## config.mk

```make
export PLATFORM = sky130hd
export DESIGN_NAME = phase_request_scheduler
export DESIGN_NICKNAME = d
export VERILOG_FILES = /design/src/rtl/phase_sched_pkg.sv /design/src/rtl/phase_request_scheduler_rr_arbiter.sv /design/src/rtl/phase_request_scheduler.sv
export SDC_FILE = /design/constraint.sdc
export NUM_CORES = 1
export LEC_CHECK = 0
export ABC_AREA = 1
export CAP_MARGIN = 10
export CORE_ASPECT_RATIO = 0.9
export CORE_UTILIZATION = 58
export CTS_CLUSTER_SIZE = 25
export DETAILED_ROUTE_END_ITERATION = 8
export PLACE_DENSITY = 0.8
export RECOVER_POWER = 100
export SYNTH_ARGS = -nofsm -noshare
export SYNTH_HDL_FRONTEND = slang
export SYNTH_SLANG_ARGS = --single-unit
```

## constraint.sdc

```tcl
create_clock -name clk -period 3.3 [get_ports clk]
set_input_delay 0.66 -clock clk [delete_from_list [all_inputs] [get_ports clk]]
set_output_delay 0.66 -clock clk [all_outputs]
set_load 0.02 [all_outputs]
```

## src/rtl/phase_sched_pkg.sv

```systemverilog
// Shared types, defaults and helpers for phase_request_scheduler.
package phase_sched_pkg;

    localparam int DUR_W = 8;
    localparam logic [DUR_W-1:0] DEFAULT_DUR            = 8'd60;
    localparam logic [DUR_W-1:0] DEFAULT_MIN_GAP        = 8'd20;
    localparam logic [DUR_W-1:0] DEFAULT_TIMEOUT_MARGIN = 8'd16;

    typedef enum logic [2:0] {
        IDLE  = 3'd0,
        ARB   = 3'd1,
        OFFER = 3'd2,
        SERVE = 3'd3,
        GAP   = 3'd4
    } sched_state_t;

    // Width of a requester id; never below one bit.
    function automatic int id_width(input int num_req);
        return (num_req > 2) ? $clog2(num_req) : 1;
    endfunction

endpackage

```

## src/rtl/phase_request_scheduler_rr_arbiter.sv

```systemverilog
// Combinational round-robin search: first set request bit strictly after ptr,
// wrapping modulo NUM_REQ, so ptr itself is considered last.
module rr_arbiter #(
    parameter int NUM_REQ = 4,
    parameter int ID_W    = 2
) (
    input  logic [NUM_REQ-1:0] req,
    input  logic [ID_W-1:0]    ptr,
    output logic               found,
    output logic [ID_W-1:0]    idx
);
    import phase_sched_pkg::*;

    logic [ID_W-1:0] cand;

    // Walk the requesters in rotated order and keep the first hit.
    always_comb begin
        found = 1'b0;
        idx   = '0;
        cand  = '0;
        for (int k = 1; k <= NUM_REQ; k++) begin
            cand = ID_W'((int'(ptr) + k) % NUM_REQ);
            if (!found && req[cand]) begin
                found = 1'b1;
                idx   = cand;
            end
        end
    end

endmodule

```

## src/rtl/phase_request_scheduler.sv

```systemverilog
// Phase request scheduler: latches requests, arbitrates round-robin, offers
// one grant (id + duration) per valid/ready handshake, watchdogs each served
// phase and enforces an idle gap between phases.
// Optional build macro PHASE_SCHED_PRIORITY_EN: requester 0 becomes an
// emergency requester that beats round-robin and cuts the gap short.
//
// Handshake: grant_valid is high only in OFFER; grant_id/grant_dur are stable
// while grant_valid is high; a transfer happens on any clk edge where
// grant_valid && grant_ready.
module phase_request_scheduler #(
    parameter int NUM_REQ = 4,
    parameter int DUR_W = phase_sched_pkg::DUR_W,
    parameter logic [DUR_W-1:0] DEFAULT_DUR = phase_sched_pkg::DEFAULT_DUR,
    parameter logic [DUR_W-1:0] MIN_GAP = phase_sched_pkg::DEFAULT_MIN_GAP,
    parameter logic [DUR_W-1:0] TIMEOUT_MARGIN = phase_sched_pkg::DEFAULT_TIMEOUT_MARGIN,
    localparam int ID_W = phase_sched_pkg::id_width(NUM_REQ)
) (
    input  logic               clk,
    input  logic               reset,
    input  logic [NUM_REQ-1:0] req_in,
    input  logic               cfg_we,
    input  logic [ID_W-1:0]    cfg_idx,
    input  logic [DUR_W-1:0]   cfg_data,
    output logic               grant_valid,
    input  logic               grant_ready,
    output logic [ID_W-1:0]    grant_id,
    output logic [DUR_W-1:0]   grant_dur,
    input  logic               phase_done,
    output logic [NUM_REQ-1:0] pending,
    output logic               busy,
    output logic               err_timeout
);
    import phase_sched_pkg::*;

    sched_state_t state, state_next;

    logic [DUR_W-1:0]   dur_table [NUM_REQ];
    logic [ID_W-1:0]    rr_ptr;
    // One extra bit so grant_dur + TIMEOUT_MARGIN never wraps.
    logic [DUR_W:0]     serve_cnt, serve_cnt_inc, timeout_limit;
    logic [DUR_W:0]     gap_cnt, gap_cnt_inc;
    logic               arb_found;
    logic [ID_W-1:0]    arb_idx, pick_idx;
    logic [DUR_W-1:0]   pick_dur;
    logic               handshake, serve_timeout, gap_over, gap_urgent;
    logic [NUM_REQ-1:0] clr_mask;

    rr_arbiter #(
        .NUM_REQ(NUM_REQ),
        .ID_W   (ID_W)
    ) u_rr_arbiter (
        .req  (pending),
        .ptr  (rr_ptr),
        .found(arb_found),
        .idx  (arb_idx)
    );

    // Winner of this ARB cycle (with emergency override) and its clamped duration.
    always_comb begin
        pick_idx = arb_idx;
`ifdef PHASE_SCHED_PRIORITY_EN
        if (pending[0]) pick_idx = '0;
`endif
        pick_dur = dur_table[pick_idx];
        if (pick_dur == '0) pick_dur = DUR_W'(1);
    end

`ifdef PHASE_SCHED_PRIORITY_EN
    assign gap_urgent = pending[0];
`else
    assign gap_urgent = 1'b0;
`endif

    assign handshake     = (state == OFFER) && grant_ready;
    assign serve_cnt_inc = serve_cnt + {{DUR_W{1'b0}}, 1'b1};
    assign timeout_limit = {1'b0, grant_dur} + {1'b0, TIMEOUT_MARGIN};
    assign serve_timeout = (serve_cnt_inc >= timeout_limit);
    assign gap_cnt_inc   = gap_cnt + {{DUR_W{1'b0}}, 1'b1};
    assign gap_over      = (gap_cnt_inc >= {1'b0, MIN_GAP});

    assign grant_valid = (state == OFFER);
    assign busy        = (state != IDLE);

    // Pending bit to drop on a completed handshake.
    always_comb begin
        clr_mask = '0;
        if (handshake) clr_mask[grant_id] = 1'b1;
    end

    // State register.
    always_ff @(posedge clk) begin
        if (reset) state <= IDLE;
        else       state <= state_next;
    end

    // Next-state logic.
    always_comb begin
        state_next = state;
        case (state)
            IDLE:    if (|pending) state_next = ARB;
            ARB:     state_next = arb_found ? OFFER : IDLE;
            OFFER:   if (grant_ready) state_next = SERVE;
            SERVE:   if (phase_done || serve_timeout) state_next = GAP;
            GAP:     if (gap_urgent || gap_over) state_next = (|pending) ? ARB : IDLE;
            default: state_next = IDLE;
        endcase
    end

    // Request latch, grant registers, round-robin pointer, counters, error flag.
    always_ff @(posedge clk) begin
        if (reset) begin
            pending     <= '0;
            grant_id    <= '0;
            grant_dur   <= '0;
            rr_ptr      <= ID_W'(NUM_REQ - 1);
            serve_cnt   <= '0;
            gap_cnt     <= '0;
            err_timeout <= 1'b0;
        end else begin
            // A new request on the clearing cycle survives.
            pending <= (pending & ~clr_mask) | req_in;
            case (state)
                ARB: begin
                    if (arb_found) begin
                        grant_id  <= pick_idx;
                        grant_dur <= pick_dur;
                    end
                end
                OFFER: begin
                    if (grant_ready) begin
                        serve_cnt <= '0;
`ifdef PHASE_SCHED_PRIORITY_EN
                        if (grant_id != '0) rr_ptr <= grant_id;
`else
                        rr_ptr <= grant_id;
`endif
                    end
                end
                SERVE: begin
                    serve_cnt <= serve_cnt_inc;
                    gap_cnt   <= '0;
                    // phase_done on the timeout cycle counts as a clean finish.
                    if (!phase_done && serve_timeout) err_timeout <= 1'b1;
                end
                GAP: begin
                    gap_cnt <= gap_cnt_inc;
                end
                default: ;
            endcase
        end
    end

    // Per-requester duration table; out-of-range indices are dropped.
    always_ff @(posedge clk) begin
        if (reset) begin
            for (int i = 0; i < NUM_REQ; i++) dur_table[i] <= DEFAULT_DUR;
        end else if (cfg_we && (int'(cfg_idx) < NUM_REQ)) begin
            dur_table[cfg_idx] <= cfg_data;
        end
    end

endmodule

```

[Word level (Yosys, flattened, before mapping)]
Memories as Yosys holds them, arrays and structs flattened.
Index checks and enable logic that the tools add are counted.
Operators by class
  bitwise gates (word level): 3
  equality and inequality tests: 8
  reduce and logical (&&, ||, !) cells: 23
  mux-type cells: 38
  add/sub/neg operators: 7
  order comparisons: 8
Operators by type and width (number)
  9-bit one-hot mux with 2 select lines: 2
  9-bit by 1-bit adder with 9-bit output (second input constant): 2
  1-bit 2-to-1 mux: 16
  8-bit 2-to-1 mux: 2
  2-bit by 3-bit less-than comparator with 1-bit output (second input constant): 5
  3-bit one-hot mux with 5 select lines: 1
  2-bit 2-to-1 mux: 6
  3-bit 2-to-1 mux: 4
  8-bit by 5-bit adder with 9-bit output (second input constant): 1
  9-bit by 5-bit greater-or-equal comparator with 1-bit output (second input constant): 1
  9-bit greater-or-equal comparator: 1
  9-bit 2-to-1 mux: 1
  1-bit binary-select mux with 2-bit select: 4
  8-bit logical NOT: 1
  2-bit AND reduction: 4
  8-bit OR reduction: 1
  3-bit by 2-bit equality test with 1-bit output (second input constant): 2
  1-bit logical AND: 6
  2-bit inequality test (second input constant): 3
  2-bit by 1-bit adder with 2-bit output (second input constant): 2
  2-bit adder (second input constant): 2
  4-bit AND: 1
  1-bit logical NOT: 4
  4-bit 2-to-1 mux: 1
  13 further kinds: 14
Word-level totals
  logic and storage cells: 96
  bits in writable memories: 32
  output and inout port bits: 17
  bits of input ports: 19
  register bits after elaboration: 38
  memories: 1
Memories
  dur_table: depth 4, bits a word 8, rd ports 1, clocked after Yosys merged registers in 0, wr ports 4, line phase_request_scheduler.sv:37  | logic [DUR_W-1:0] dur_table [NUM_REQ];

[Logic depth before layout (Yosys ltp)]
Gate-level depths: netlist of the first run.
An unclocked memory read counts as a cell.
  depth in word-level cells: 16
  depth in mapped cells: 19
  gate-level depth less buffers: 19

[Hierarchy]
From an unflattened synthesis of the first run, not the netlist that was laid out.
Second synthesis, totals
  cells, all modules: 492
  area, all modules: 3809.9 um^2
Modules (own cells, without submodules)
  phase_request_scheduler: area each 3519.6 um^2, cells each 443, times used 1, seq. area each 1721.7 um^2
  rr_arbiter: area each 290.3 um^2, cells each 49, times used 1, seq. area each 0.0 um^2

[Worst setup path before layout of the first run]
OpenSTA, ideal clock, no wires.
  kind: flip-flop to flip-flop
  start: register serve_cnt[0]
  end: register state[1]
  data required time: 3.172 ns
  library setup time: 0.128 ns
  path buffers: 0
  setup slack: 0.938 ns
  stages on the path, launching flop included: 20
  period minus slack after synthesis: 2.362 ns
  data arrival time: 2.234 ns
  cell sequence: dfxtp_1 ha_1 nand3_1 inv_1 nand3_1 nor2_1 nand2_1 xor2_1 inv_1 ha_1 a21oi_1 o21ai_0 a21oi_1 o211ai_1 nor2_1 nand2_1 nand2_1 nand2_1 o21ai_0 nor2_1
On the way
  cells in the longest elaborated chain, start to end: 5
Ends and longest elaborated chain
  start, declared: line phase_request_scheduler.sv:40  | logic [DUR_W:0] serve_cnt, serve_cnt_inc, timeout_limit;
  start signal, assigned: line phase_request_scheduler.sv:140  | serve_cnt <= serve_cnt_inc;
  9-bit by 1-bit adder with 9-bit output: line phase_request_scheduler.sv:75  | assign serve_cnt_inc = serve_cnt + {{DUR_W{1'b0}}, 1'b1};
  9-bit greater-or-equal comparator: line phase_request_scheduler.sv:77  | assign serve_timeout = (serve_cnt_inc >= timeout_limit);
  1-bit logical OR: line phase_request_scheduler.sv:103  | SERVE: if (phase_done || serve_timeout) state_next = GAP;
  2-bit inequality test (no source line)
  4-bit AND reduction (no source line)
  end signal, assigned: line phase_request_scheduler.sv:93  | else state <= state_next;
  end, declared: line phase_request_scheduler.sv:35  | sched_state_t state, state_next;
No other way between the ends.
A chain may end at the register's enable or synchronous reset.

[Worst setup path in the final report of the first run]
  start: register rr_ptr[0]
  end: register grant_dur[0]
On the way
  cells in the longest elaborated chain, start to end: 16
  elaborated cells between the ends (all ways): 30
  those cells by class: 4 x add/sub; 17 x mux; 8 x reduce/logical; 1 x memory
Ends and longest elaborated chain
  start, declared: line phase_request_scheduler.sv:38  | logic [ID_W-1:0] rr_ptr;
  start signal, assigned: line phase_request_scheduler.sv:115  | rr_ptr <= ID_W'(NUM_REQ - 1);
  start signal, assigned: line phase_request_scheduler.sv:135  | rr_ptr <= grant_id;
  2-bit by 1-bit adder with 2-bit output: line phase_request_scheduler_rr_arbiter.sv:22  | cand = ID_W'((int'(ptr) + k) % NUM_REQ);
  1-bit binary-select mux with 2-bit select: line phase_request_scheduler_rr_arbiter.sv:23  | if (!found && req[cand]) begin
  1-bit 2-to-1 mux (not written as such): line phase_request_scheduler_rr_arbiter.sv:23
  1-bit 2-to-1 mux: line phase_request_scheduler_rr_arbiter.sv:23
  1-bit logical NOT: line phase_request_scheduler_rr_arbiter.sv:23
  1-bit logical AND: line phase_request_scheduler_rr_arbiter.sv:23
  1-bit 2-to-1 mux: line phase_request_scheduler_rr_arbiter.sv:23
  1-bit logical NOT: line phase_request_scheduler_rr_arbiter.sv:23
  1-bit logical AND: line phase_request_scheduler_rr_arbiter.sv:23
  1-bit 2-to-1 mux: line phase_request_scheduler_rr_arbiter.sv:23
  1-bit logical NOT: line phase_request_scheduler_rr_arbiter.sv:23
  1-bit logical AND: line phase_request_scheduler_rr_arbiter.sv:23
  2-bit 2-to-1 mux: line phase_request_scheduler_rr_arbiter.sv:23
  memory 4 x 8 bit
  8-bit logical NOT: line phase_request_scheduler.sv:65  | if (pick_dur == '0) pick_dur = DUR_W'(1);
  8-bit 2-to-1 mux: line phase_request_scheduler.sv:65
  end signal, assigned: line phase_request_scheduler.sv:126  | grant_dur <= pick_dur;
  end, declared: line phase_request_scheduler.sv:27  | output logic [DUR_W-1:0] grant_dur,
Parallel ways exist; a longest one is shown, timed or not. The select of a mux whose other input is x is not followed.

==> results.sh, run 1 <==
export IMPL_rsz0062_at_grt="false"
export IMPL_critical_path_required_ps=3580
export IMPL_setup_viol_count_final=0
export IMPL_fp_row_count=28
export IMPL_clk_pin_slew_worst_paths_ps=70
export IMPL_syn_mean_instance_area_sq_um=7.40
export IMPL_period_minus_slack_ps=2910
export IMPL_core_sq_mm=0.00655
export IMPL_ant_nets=0
export IMPL_hp_class="reg2reg"
export IMPL_ioPinCount=36
export IMPL_ys_seq_elements=70
export IMPL_cts_path_max_buffers=2
export IMPL_worst_setup_path_type="reg2reg"
export IMPL_grt_overflow=0
export IMPL_r2r_slack_ps=390
export IMPL_synth_area_leaders="edfxtp_1 24%, dfxtp_1 19%, nand2_1 14%, inv_1 9.2%, a21oi_1 4.7%"
export IMPL_clock_sinks=70
export IMPL_outcome="complete, no violations"
export IMPL_nets=601
export IMPL_drcViolationCount=0
export IMPL_power_leakage_nw=2.22
export IMPL_dr_pass1_iters=5
export IMPL_first_global_vias=3277
export IMPL_numPortBuffers=35
export IMPL_cts_max_level=3
export IMPL_cp_arrival_ps=3180
export IMPL_cts_resized=0
export IMPL_drv_slew=0
export IMPL_antenna_found_initial=0
export IMPL_dp_hpwl_um=6480
export IMPL_initial_core_util_pct=60.1
export IMPL_setup_tns_ps=0
export IMPL_syn_to_final_growth_pct=16.6
export IMPL_hold_viol=0
export IMPL_drt_iter0_drc=218
export IMPL_max_stage_delay_ps=640
export IMPL_yosys_most_used_dff="dfxtp_1"
export IMPL_die_x_um=88.9
export IMPL_worstPathCellList="inv_6 -> nand2_1 -> nand2_1 -> nand2_1 -> nand2_1 -> inv_1 -> nand3_1 -> nand3_4 -> nand2_1 -> nand3_1 -> nand2_1 -> inv_1 -> nand2_1 -> nor2_1 -> nand2_1 -> a21oi_1"
export IMPL_grt_pass1_wl_um=14900
export IMPL_syn_cell_area_sq_mm=0.00394
export IMPL_die_area_sq_mm=0.00712
export IMPL_power_w=0.00305
export IMPL_finalCritPeriodShare_pct=88.1
export IMPL_hold_depth=2
export IMPL_synth_top_cells_by_count="143 x nand2_1, 96 x inv_1, 44 x nor2_1, 38 x dfxtp_1, 37 x a21oi_1"
export IMPL_synth_nets=563
export IMPL_viasPerCell=5.26
export IMPL_clock_fmax_mhz=344
export IMPL_slew_headroom_pct=50.1
export IMPL_grtUsageTotal_pct=27.4
export IMPL_ys_types=33
export IMPL_routedWlPerCell_um=13.2
export IMPL_end_kind="register"
export IMPL_cts_root_buf="clkbuf_8"
export IMPL_fillCellCount=553
export IMPL_gp_congestion=0.899
export IMPL_power_per_cell_area_mw_per_mm2=665
export IMPL_synth_top_area_share_pct=24.4
export IMPL_numCtsBuffers=9
export IMPL_postCtsSetupBuffers=0
export IMPL_fin_skew_ps=7.58
export IMPL_yosysTopAreaCell="edfxtp_1"
export IMPL_clkLatencyLatePin_ps=340
export IMPL_postCtsHoldBufs=0
export IMPL_worst_pin_slew_ps=746
export IMPL_ir_worst_vdd_mv=0.329
export IMPL_synth_most_common_cell="nand2_1"
export IMPL_maxCapViolations=0
export IMPL_cts_tree="done"
export IMPL_synthCells=532
export IMPL_setup_worst_path_start_class="register"
export IMPL_cpMostUsedCell="nand2_1"
export IMPL_vias=3499
export IMPL_slowest_stage="dfxtp_1"
export IMPL_asyncSetResetFlopFracSynth_pct=0
export IMPL_antenna_cells=0
export IMPL_die_y_um=80.2
export IMPL_r2r_cells=16
export IMPL_grt_start_max_net_pins=29
export IMPL_routed_wl_um=8780
export IMPL_critPathMaxFanout=18
export IMPL_yosysSeqAreaShare_pct=43.7
export IMPL_yosys_warnings=0
export IMPL_drive_gt1_share_pct=5.57
export IMPL_synth_edff_count=32
## report_power, final
group          leakage (nW)  switching (W)  total, W  internal [W]
registers             0.624      0.0000998   0.00111       0.00101
logic                  1.48       0.000708   0.00109      0.000386
clock network         0.122       0.000339  0.000845      0.000506
total                  2.22        0.00115   0.00305       0.00191
## worst paths after layout
kind	from	endpoint
max	rr_ptr[0]	grant_dur[0]
min	err_timeout	err_timeout
max reg2reg	rr_ptr[0]	grant_dur[0]
min reg2reg	err_timeout	err_timeout
## metrics by stage
step | worst slack [ps] | cells | hold WS [ps] | area (sq um) | utilization (%)
floorplan | 938 | 532 | 447 | 3940 | -
global placement | 452 | 649 | 464 | 4370 | 66.6
detailed placement | 211 | 649 | 462 | 4370 | 66.6
CTS | 519 | 665 | 478 | 4610 | 70.4
global route | 92.6 | 665 | 516 | 4590 | 70.1
finish | 391 | 665 | 469 | 4590 | 70.1
## layer usage
| layer | up-vias | track usage [%] | wire (um) |
|---|---|---|---|
| li1 | 1782 | - | - |
| met5 | - | 0 | 0 |
| met2 | 95 | 46.5 | 4310 |
| met4 | 0 | 8.71 | 87 |
| met1 | 1612 | 35.2 | 3970 |
| met3 | 10 | 5.24 | 417 |
## state kept, by name, summed over array words and instances, names as in the netlist
register	count
dur_table	32
err_timeout	1
gap_cnt	9
grant_dur	8
grant_id	2
pending	4
rr_ptr	2
serve_cnt	9
state	3
## layout make-up
type | instances | area, sq um | share of cell area [%]
clock buffers | 9 | 124 | 2.70
clock inverters | 7 | 120 | 2.62
inverters | 102 | 388 | 8.45
multi-input cells | 348 | 1750 | 38.1
flip-flops and latches | 70 | 1720 | 37.5
well taps | 90 | 113 | 2.45
repair buffers | 39 | 377 | 8.21
## worst max-delay path: cells and delay by family (launching register included)
kind            cells  cell delay (ps)
compound gates      1              110
buf+inv             3              290
simple gates       12             1790
flops               1              640
## cell families after synthesis
family	count (synthesis)	synth area share, %
buffers and inverters	114	11.5
and+or+nand+nor	255	28.4
adders and majority gates	12	3.81
DFF	70	43.7
AOI/OAI and AO/OA	67	9.41
xor gates and xnor gates	14	3.11
## cells in the final DEF (no fill, tap or decap), types with 2 or more instances in the layout
master,Yosys,layout
clkbuf_8,0,9
dfxtp_1,38,38
inv_1,96,99
nand2_1,143,143
edfxtp_1,32,32
a21oi_1,37,38
nand2_2,5,5
xnor2_1,3,3
nand3_1,29,30
nand4_1,21,21
ha_1,12,12
bufinv_16,0,3
clkinv_1,1,2
inv_6,1,3
clkdlybuf4s50_1,0,15
o211ai_1,7,7
xor2_1,11,11
dlygate4sd3_1,0,20
o21ai_0,16,16
nor2_1,44,44
nor3_1,7,7
buf_4,1,3
(Power assumes the default switching activity.)
==> inputs of run 2 (changes only) <==
- CORE_UTILIZATION: 58 -> 57
- PLACE_DENSITY: 0.8 -> 0.79
- SYNTH_HIERARCHICAL: default -> 1
==> run 2 against run 1 <==
  * Clock power is 21% lower
  * Via count shrank 4.5%
  * Sequential power is essentially flat
  * Worst hold slack improved by 20 ps
  * Critical path type unchanged
  * Largest power group unchanged
==> results.sh, run 2 <==
export IMPL_outcome="complete, no violations"
export IMPL_synth_top_cells_by_count="128 x nand2_1, 58 x inv_1, 44 x nor2_1, 41 x a21oi_1, 38 x dfxtp_1"
export IMPL_ys_seq_elements=70
export IMPL_max_stage_delay_ps=610
export IMPL_critPathMaxFanout=17
export IMPL_pre_cts_ws_ps=459
export IMPL_path_depth=14
export IMPL_crit_start="rr_ptr[0]"
export IMPL_ioPinCount=36
export IMPL_hold_depth=2
export IMPL_ir_worst_vdd_mv=0.474
export IMPL_worst_pin_slew_ps=641
export IMPL_die_area_sq_mm=0.00702
export IMPL_cts_resized=0
export IMPL_top_regs="dur_table x32, gap_cnt x9, serve_cnt x9"
export IMPL_clock_fmax_mhz=340
export IMPL_antenna_cells=0
export IMPL_numPortBuffers=35
export IMPL_synth_top_area_share_pct=25.2
export IMPL_ys_types=37
export IMPL_r2r_slack_ps=360
export IMPL_cp_arrival_ps=3170
export IMPL_gp_congestion=0.877
export IMPL_synth_nets=523
export IMPL_top_register="dur_table"
export IMPL_critical_path_required_ps=3540
export IMPL_postCtsHoldBufs=0
export IMPL_setup_tns_ps=0
export IMPL_clkLatencyLatePin_ps=350
export IMPL_drcViolationCount=0
export IMPL_die_y_um=79.6
export IMPL_fin_ws_ps=363
export IMPL_yosys_most_used_dff="dfxtp_1"
export IMPL_dp_hpwl_um=6190
export IMPL_grt_overflow=0
export IMPL_fp_row_count=27
export IMPL_synth_area_leaders="edfxtp_1 25%, dfxtp_1 20%, nand2_1 13%, inv_1 5.7%, a21oi_1 5.4%"
export IMPL_setup_viol_count_final=0
export IMPL_first_global_vias=3168
export IMPL_path_buf_inv=1
export IMPL_slew_headroom_pct=57.1
export IMPL_nets=561
export IMPL_synthCells=492
export IMPL_die_x_um=88.2
export IMPL_yosysSeqAreaShare_pct=45.2
export IMPL_antenna_found_initial=0
export IMPL_synth_most_common_cell="nand2_1"
export IMPL_drv_slew=0
export IMPL_vias=3340
export IMPL_cpMostUsedCell="nand2_1"
export IMPL_syn_mean_instance_area_sq_um=7.74
export IMPL_syn_to_final_growth_pct=15.5
export IMPL_ant_nets=0
export IMPL_synth_edff_count=32
export IMPL_rsz0062_at_grt="false"
export IMPL_yosysTopAreaCell="edfxtp_1"
export IMPL_critPathTopFamily="simple AND/OR/NAND/NOR gates"
export IMPL_dr_pass1_iters=5
export IMPL_syn_cell_area_sq_mm=0.00381
export IMPL_power_leakage_nw=1.95
export IMPL_cts_tree="done"
export IMPL_cts_max_level=3
export IMPL_p_sw_share_pct=39.4
export IMPL_pwr_share_clk_pct=22.7
export IMPL_fin_skew_ps=9.60
export IMPL_viasPerCell=5.37
export IMPL_p_int_w=0.00177
export IMPL_r2r_cells=14
export IMPL_end_kind="register"
export IMPL_power_per_cell_area_mw_per_mm2=666
export IMPL_worstPathCellList="nand2_1 -> nand2_4 -> nand2_1 -> nand2_4 -> nor2_1 -> a21oi_1 -> nand3_1 -> inv_2 -> o21ai_0 -> o22a_1 -> nand2_1 -> nor2_1 -> nand2_1 -> a21oi_1"
export IMPL_fin_util_pct=70.0
export IMPL_grtUsageTotal_pct=26.0
export IMPL_routedWlPerCell_um=13.3
export IMPL_hold_viol=0
export IMPL_setup_worst_path_start_class="register"
export IMPL_min_from="serve_cnt[8]"
export IMPL_cp_endpoint="grant_dur[0]"
export IMPL_postCtsSetupBuffers=0
export IMPL_maxCapViolations=0
export IMPL_r2r_end="grant_dur[0]"
export IMPL_cts_path_max_buffers=2
export IMPL_largest_reg_flops=32
export IMPL_core_sq_mm=0.00628
export IMPL_slowest_stage="dfxtp_1"
export IMPL_pwr_share_seq_pct=38.7
export IMPL_asyncSetResetFlopFracSynth_pct=0
export IMPL_drt_iter0_drc=199
export IMPL_clk_pin_slew_worst_paths_ps=80
export IMPL_worst_setup_path_type="reg2reg"
export IMPL_combPwrFrac_pct=38.6
export IMPL_grt_pass1_wl_um=13900
export IMPL_p_switching_w=0.00116
export IMPL_routed_wl_um=8300
export IMPL_yosys_warnings=6
export IMPL_hp_class="reg2reg"
export IMPL_cts_root_buf="clkbuf_8"
export IMPL_period_minus_slack_ps=2940
export IMPL_reg2reg_from="rr_ptr[0]"
export IMPL_clock_sinks=70
export IMPL_numCtsBuffers=9
export IMPL_grt_start_max_net_pins=23
export IMPL_finalCritPeriodShare_pct=89.0
export IMPL_final_cell_mix="129 x nand2_1, 60 x inv_1, 47 x nor2_1"
export IMPL_drive_gt1_share_pct=8.04
export IMPL_initial_core_util_pct=60.6
export IMPL_final_common_cell="nand2_1"
==> run 2: changes by cell type in the layout (fill, tap and decap cells not counted), moves of 4 or more <==
cell and change:
inv_1 -39, nand2_1 -14, nand2_2 +6, nand4_1 -10
nor2_2 +4, o211ai_1 -7, o21ai_0 +10, o22a_1 +5
xor2_1 -6
==> run 2: metrics by stage <==
step	area [sq um]	power [W]	cells	hold slack [ps]
after floorplan	3810	0.00195	492	450
after global placement	4230	0.00227	606	464
after detailed placement	4230	0.00231	606	477
after CTS	4420	0.00298	622	488
after global routing	4400	0.00313	622	513
final	4400	0.00293	622	490
==> run 2: metal layers <==
layer | GRT usage [%] | wire, um | up-vias
li1 | - | - | 1700
met1 | 33.7 | 3830 | 1536
met2 | 41.4 | 3950 | 95
met3 | 6.51 | 419 | 9
met4 | 10.8 | 96 | 0
met5 | 0 | 0 | -
==> run 2: worst min-delay path by stage <==
stage | to | slack, ps
2_1_floorplan | gap_cnt[5] | 450
3_3_place_gp | gap_cnt[5] | 460
3_5_place_dp | serve_cnt[8] | 480
4_1_cts | serve_cnt[8] | 490
5_1_grt | gap_cnt[8] | 510
6_report | serve_cnt[8] | 490
==> run 2: worst min-delay path: stages, from the launching register on <==
cell	delay, ps
dfxtp_1	330
nand2_1	60
a21oi_1	60
==> run 2: power groups by stage <==
stage                     Clock [W]  Sequential [W]  Combinational (W)
after floorplan                   0         0.00119           0.000759
after global placement            0         0.00115            0.00112
after detailed placement          0         0.00115            0.00115
after CTS                  0.000677         0.00114            0.00116
after global routing       0.000714         0.00115            0.00126
final                      0.000667         0.00113            0.00113
==> run 2: kinds of logic after synthesis <==
kind of cell / count (synthesis) / synth area share, %
simple gates: 242 / 28.4
compound gates: 86 / 12.9
buf+inv: 75 / 7.98
flops: 70 / 45.2
fa+ha+maj: 12 / 3.94
xor+xnor: 7 / 1.61
==> run 2: cell type report <==
type | count | area (sq um)
fillers | 512 | 1880
clock inverters | 7 | 65.1
well taps | 87 | 109
repair buffers | 38 | 365
multi-input cells | 347 | 1770
clock buffers | 9 | 124
flip-flops and latches | 70 | 1720
inverters | 64 | 245
